--- src/rtl/led_status_if.sv ---
// Status LED scheduler bus: requester levels/pulse in, LED drive and status out.
interface led_status_if;
    logic [3:0] i_req;
    logic       led;
    logic [2:0] o_mode;
    logic       o_busy;
    logic       o_done;

    modport master (
        output i_req,
        input  led,
        input  o_mode,
        input  o_busy,
        input  o_done
    );

    modport slave (
        input  i_req,
        output led,
        output o_mode,
        output o_busy,
        output o_done
    );
endinterface

--- src/rtl/led_status_sched.sv ---
// Priority scheduler for the front-panel status LED (door > finish > cook > set).
// Define LED_STATUS_DONE_EN to build the o_done completion-pulse register.
module led_status_sched #(
    parameter int CLK_DIV       = 100,
    parameter int SLOW_HALF     = 50,
    parameter int FAST_HALF     = 10,
    parameter int FINISH_BLINKS = 3
) (
    input  logic        clk,
    input  logic        rst,
    led_status_if.slave bus
);

    typedef enum logic [2:0] {
        IDLE   = 3'd0,
        SOLID  = 3'd1,
        SLOW   = 3'd2,
        FAST   = 3'd3,
        FINISH = 3'd4
    } state_t;

    localparam int HMAX = (SLOW_HALF > FAST_HALF) ? SLOW_HALF : FAST_HALF;
    localparam int DW   = $clog2(CLK_DIV + 1);
    localparam int TW   = $clog2(HMAX + 1);
    localparam int BW   = $clog2(FINISH_BLINKS + 1);

    state_t        state, state_nxt;
    logic [DW-1:0] div, div_nxt;
    logic [TW-1:0] tcnt, tcnt_nxt, half;
    logic [BW-1:0] bcnt, bcnt_nxt;
    logic          phase, phase_nxt;
    logic          pending, pend_nxt, pend_set;
    logic          led_q, led_nxt;
    logic          busy_q, busy_nxt;
    logic          tick, flip, fin_end, done_nxt;

    always_comb begin
        pend_set  = bus.i_req[2] && (state != FINISH);
        tick      = (div == DW'(CLK_DIV - 1));
        half      = (state == FAST) ? TW'(FAST_HALF - 1) : TW'(SLOW_HALF - 1);
        flip      = tick && (tcnt == half);
        // Sequence ends on the last tick of the final off phase.
        fin_end   = (state == FINISH) && flip && !phase &&
                    (bcnt == BW'(FINISH_BLINKS - 1));
        done_nxt  = fin_end && !bus.i_req[3];
        pend_nxt  = (pending || pend_set) && !done_nxt;

        state_nxt = IDLE;
        if (bus.i_req[3])      state_nxt = FAST;
        else if (pend_nxt)     state_nxt = FINISH;
        else if (bus.i_req[1]) state_nxt = SLOW;
        else if (bus.i_req[0]) state_nxt = SOLID;

        div_nxt   = div;
        tcnt_nxt  = tcnt;
        bcnt_nxt  = bcnt;
        phase_nxt = phase;
        if (state_nxt != state) begin
            div_nxt   = '0;
            tcnt_nxt  = '0;
            bcnt_nxt  = '0;
            phase_nxt = 1'b1;
        end else begin
            div_nxt = tick ? '0 : div + 1'b1;
            if (tick) tcnt_nxt = flip ? '0 : tcnt + 1'b1;
            if (flip) phase_nxt = !phase;
            // Off->on inside the finish sequence counts one blink.
            if (flip && !phase && (state == FINISH) &&
                (bcnt != BW'(FINISH_BLINKS)))
                bcnt_nxt = bcnt + 1'b1;
        end

        led_nxt = 1'b0;
        unique case (state_nxt)
            IDLE:   led_nxt = 1'b0;
            SOLID:  led_nxt = 1'b1;
            SLOW:   led_nxt = phase_nxt;
            FAST:   led_nxt = phase_nxt;
            FINISH: led_nxt = phase_nxt;
            default: led_nxt = 1'b0;
        endcase

        busy_nxt = (state_nxt == FINISH) || pend_nxt;
    end

    always_ff @(posedge clk) begin
        if (rst) begin
            state   <= IDLE;
            div     <= '0;
            tcnt    <= '0;
            bcnt    <= '0;
            phase   <= 1'b1;
            pending <= 1'b0;
            led_q   <= 1'b0;
            busy_q  <= 1'b0;
        end else begin
            state   <= state_nxt;
            div     <= div_nxt;
            tcnt    <= tcnt_nxt;
            bcnt    <= bcnt_nxt;
            phase   <= phase_nxt;
            pending <= pend_nxt;
            led_q   <= led_nxt;
            busy_q  <= busy_nxt;
        end
    end

`ifdef LED_STATUS_DONE_EN
    logic done_q;

    always_ff @(posedge clk) begin
        if (rst) done_q <= 1'b0;
        else     done_q <= done_nxt;
    end

    assign bus.o_done = done_q;
`else
    logic unused_done;
    assign unused_done = done_nxt;
    assign bus.o_done  = 1'b0;
`endif

    assign bus.led    = led_q;
    assign bus.o_mode = state;
    assign bus.o_busy = busy_q;

endmodule
--- src/flat_wrapper.sv ---
// flat-port wrapper written by rule: the top's interface ports become plain ports
module led_status_sched_flat 
#(
    parameter int CLK_DIV       = 100,
    parameter int SLOW_HALF     = 50,
    parameter int FAST_HALF     = 10,
    parameter int FINISH_BLINKS = 3
)
  (clk, rst, bus_i_req, bus_led, bus_o_mode, bus_o_busy, bus_o_done);
  led_status_if bus_i ();
  input  logic clk;
  input  logic rst;
  input wire logic [$bits(bus_i.i_req)-1:0] bus_i_req;
  output wire logic [$bits(bus_i.led)-1:0] bus_led;
  output wire logic [$bits(bus_i.o_mode)-1:0] bus_o_mode;
  output wire logic [$bits(bus_i.o_busy)-1:0] bus_o_busy;
  output wire logic [$bits(bus_i.o_done)-1:0] bus_o_done;
  assign bus_i.i_req = bus_i_req;
  assign bus_led = bus_i.led;
  assign bus_o_mode = bus_i.o_mode;
  assign bus_o_busy = bus_i.o_busy;
  assign bus_o_done = bus_i.o_done;
  led_status_sched #(.CLK_DIV(CLK_DIV), .SLOW_HALF(SLOW_HALF), .FAST_HALF(FAST_HALF), .FINISH_BLINKS(FINISH_BLINKS)) u_core (.clk(clk), .rst(rst), .bus(bus_i));
endmodule
--- config.mk ---
export PLATFORM = sky130hd
export DESIGN_NAME = led_status_sched_flat
export DESIGN_NICKNAME = d
export VERILOG_FILES = /design/src/rtl/led_status_if.sv /design/src/rtl/led_status_sched.sv /design/src/flat_wrapper.sv
export SDC_FILE = /design/constraint.sdc
export NUM_CORES = 1
export LEC_CHECK = 0
export CAP_MARGIN = 20
export CORE_UTILIZATION = 50
export CTS_CLUSTER_SIZE = 14
export DETAILED_ROUTE_END_ITERATION = 12
export PLACE_DENSITY = 0.85
export SYNTH_ARGS = -nofsm -noshare
export SYNTH_HDL_FRONTEND = slang
export SYNTH_SLANG_ARGS = --single-unit
--- constraint.sdc ---
create_clock -name clk -period 2.32 [get_ports clk]
set_input_delay 0.232 -clock clk [delete_from_list [all_inputs] [get_ports clk]]
set_output_delay 0.232 -clock clk [all_outputs]
set_load 0.01 [all_outputs]
==> key figures <==
Status
  • Outcome: finished clean

Finish
  • N_diodes: 0
  • Layout cells sized above 1: 13.6%
  • Commonest cells after routing, fill and taps aside: dfxtp_1, nor2_1, nor4_1, clkdlybuf4s50_1
  • Layout Nets: 160
  • Synthesis-to-layout area growth: 17.9%
  • Most common cell after layout, fill and taps aside: dfxtp_1
  • Non-Filler Instances: 175
  • Final core utilization: 63.5%

STA
  • Endpoints failing hold: 0
  • Skew final: 0.00138 ns
  • Slew Viols, Final: 0
  • Tmin final: 2.16 ns
  • RSZ-0062 raised after global routing: no
  • Slew @ Worst Pin: 0.541 ns
  • Worst hold slack: 0.533 ns
  • Setup violators final: 0
  • Final period utilization: 93.0%
  • Rel. slew slack: 63.4%
  • Setup TNS: 0 ns
  • Fmax: 464 MHz

Floorplanning
  • Cell Rows: 17
  • Core area: 2230 sq um
  • Die Area: 2610 sq um
  • I/O pin count: 12
  • Die W: 51.1 um
  • Starting Density: 53.9%
  • Die height: 51.1 um

Worst setup path
  • CP Class: reg2reg
  • CP Capture Type: flip-flop
  • Crit Path Max Fanout: 5
  • Worst Path Arrival: 2.39 ns
  • Startpoint Class: flip-flop
  • Worst path required time: 2.56 ns
  • R2r setup slk: 0.16 ns

Routing
  • Vias per inst: 5.90
  • WL final: 2420 um
  • Initial DRC count: 11
  • Wirelength per Cell: 13.8 um
  • Via count: 1033
  • First-pass iteration count of the detailed router: 4
  • Drt drc: 0
  • Antenna Nets Post-Route: 0

Synth
  • Syn Area/Cell: 8.98 sq um
  • Post-Syn Nets: 146
  • Distinct cells, synth: 42
  • Sequential fraction of the synthesis area: 36.6%
  • Mapped Cells: 134
  • Ys async rst share: 0%
  • Synth Register Bits: 22
  • Top_reg_cell synth: dfxtp_1
  • Synthesis Warnings: 0
  • Synthesized area: 1200 sq um
  • Post-synth EDFFs: 0

Place
  • IO buf count: 10
  • Hpwl dp: 1820 um
  • Routability Congestion: 0.808
  • Placed Cells: 171

Power and ir drop
  • Tot Pwr: 778 uW
  • PD cells: 548 nW/um^2
  • Leakage: 0.502 nW
  • Worst VDD drop: 0.472 mV

GRT
  • Largest net degree at the start of global routing: 14
  • Initial antenna violation count: 0
  • First-pass GRT wire length: 4190 um
  • Global route total overflow: 0
  • GRT Resource Usage Total: 21.6%
  • Vias in the first global route: 951

Clock network
  • Clock latency on the worst-skew pair: 0.31 ns
  • Clock tree buffer depth: 2
  • Clock sink count: 22
  • CTS Root Cell: clkbuf_4
  • Clock slew at reported path FFs: 0.12 ns
  • CTS Buf Count: 3
  • Post-CTS setup buffers: 0
  • CTS tree: built
  • # H-tree levels: 1

Flow run
  • Max Cap Viol: 0

Min path
  • HP Class: reg2reg
## cell families (layout without fill, tap and decap cells)
kind of cell    after synthesis  count (layout)  share of synthesized area [%]
mux                           1               1                          0.832
fa+ha+maj                     6               6                           6.24
compound gates               19              19                           11.9
xor+xnor                     11              11                           8.00
flops                        22              22                           36.6
other cells                   1               1                          0.312
buf+inv                      13              26                           4.57
simple gates                 61              61                           31.6
## routing by layer
layer / wire, um / track usage, % / vias up / part of all wire [%]
met4: 33 / 9.26 / 0 / 1.4
li1: - / - / 517 / -
met3: 91 / 2.98 / 4 / 3.8
met5: 0 / 0 / - / 0
met1: 1110 / 26.8 / 488 / 46
met2: 1190 / 36.8 / 24 / 49
## flip-flops by register name, indices dropped and copies added (netlist names)
| register | count |
|---|---|
| u_core.bcnt | 2 |
| u_core.bus.led | 1 |
| u_core.bus.o_busy | 1 |
| u_core.bus.o_mode | 3 |
| u_core.div | 7 |
| u_core.pending | 1 |
| u_core.phase | 1 |
| u_core.tcnt | 6 |
## synthesized netlist by cell type (2+ instances only)
cell type | instances | area [sq um]
nand2b_1 | 2 | 12.5
nand2_1 | 5 | 18.8
xor2_1 | 6 | 52.6
a211oi_1 | 2 | 15.0
nand3_1 | 4 | 20.0
ha_1 | 6 | 75.1
inv_1 | 6 | 22.5
nand3b_1 | 2 | 15.0
xnor2_1 | 5 | 43.8
a21oi_1 | 4 | 20.0
nand4_1 | 3 | 18.8
nor4_1 | 11 | 68.8
dfxtp_1 | 22 | 440
nor3_1 | 5 | 25.0
clkbuf_1 | 4 | 15.0
and3_1 | 2 | 12.5
nor4b_1 | 4 | 35.0
nor2_1 | 13 | 48.8
buf_2 | 2 | 10.0
o21ai_0 | 4 | 20.0
## cell type report
cell class,instances,area (sq um)
Inverter,6,22.5
Tap cell,28,35.0
Fill cell,186,815
Sequential cell,22,440
Multi-Input combinational cell,99,723
Clock inverter,1,30.0
Clock buffer,3,22.5
Timing Repair Buffer,16,145
## power by group
| group | switching (mW) | internal (mW) |
|---|---|---|
| Clock | 0.120 | 0.175 |
| Combinational | 0.0464 | 0.0407 |
| Sequential | 0.0106 | 0.386 |
| Total | 0.177 | 0.601 |
## worst max-delay path: stages, from the launching register on
cell	delay (ns)
dfxtp_1	0.38
or4b_4	0.57
nor4_4	0.25
and2_1	0.21
ha_1	0.15
nor4b_4	0.25
nor2_1	0.07
a211oi_1	0.20
## timing repair
item	4_1_cts	5_1_grt
hold endpoints to repair	0	0
endpoints found under the setup margin	0	2
hold buffers	0	0
resized for setup	0	1
## final timing paths
check / start / end / depth (start not counted)
max: u_core.div[2] / u_core.bcnt[1] / 7
min: u_core.bcnt[1] / u_core.bcnt[1] / 2
max reg2reg: u_core.div[2] / u_core.bcnt[1] / 7
min reg2reg: u_core.bcnt[1] / u_core.bcnt[1] / 2
## per-stage QoR
stage / area, sq um / worst slack [ns]
2_1_floorplan: 1210 / 0.101
5_1_grt: 1420 / 0.0333
3_5_place_dp: 1360 / 0.141
4_1_cts: 1410 / 0.107
3_3_place_gp: 1360 / 0.228
6_report: 1420 / 0.163
Note: power is estimated with default switching activity, not from simulation.
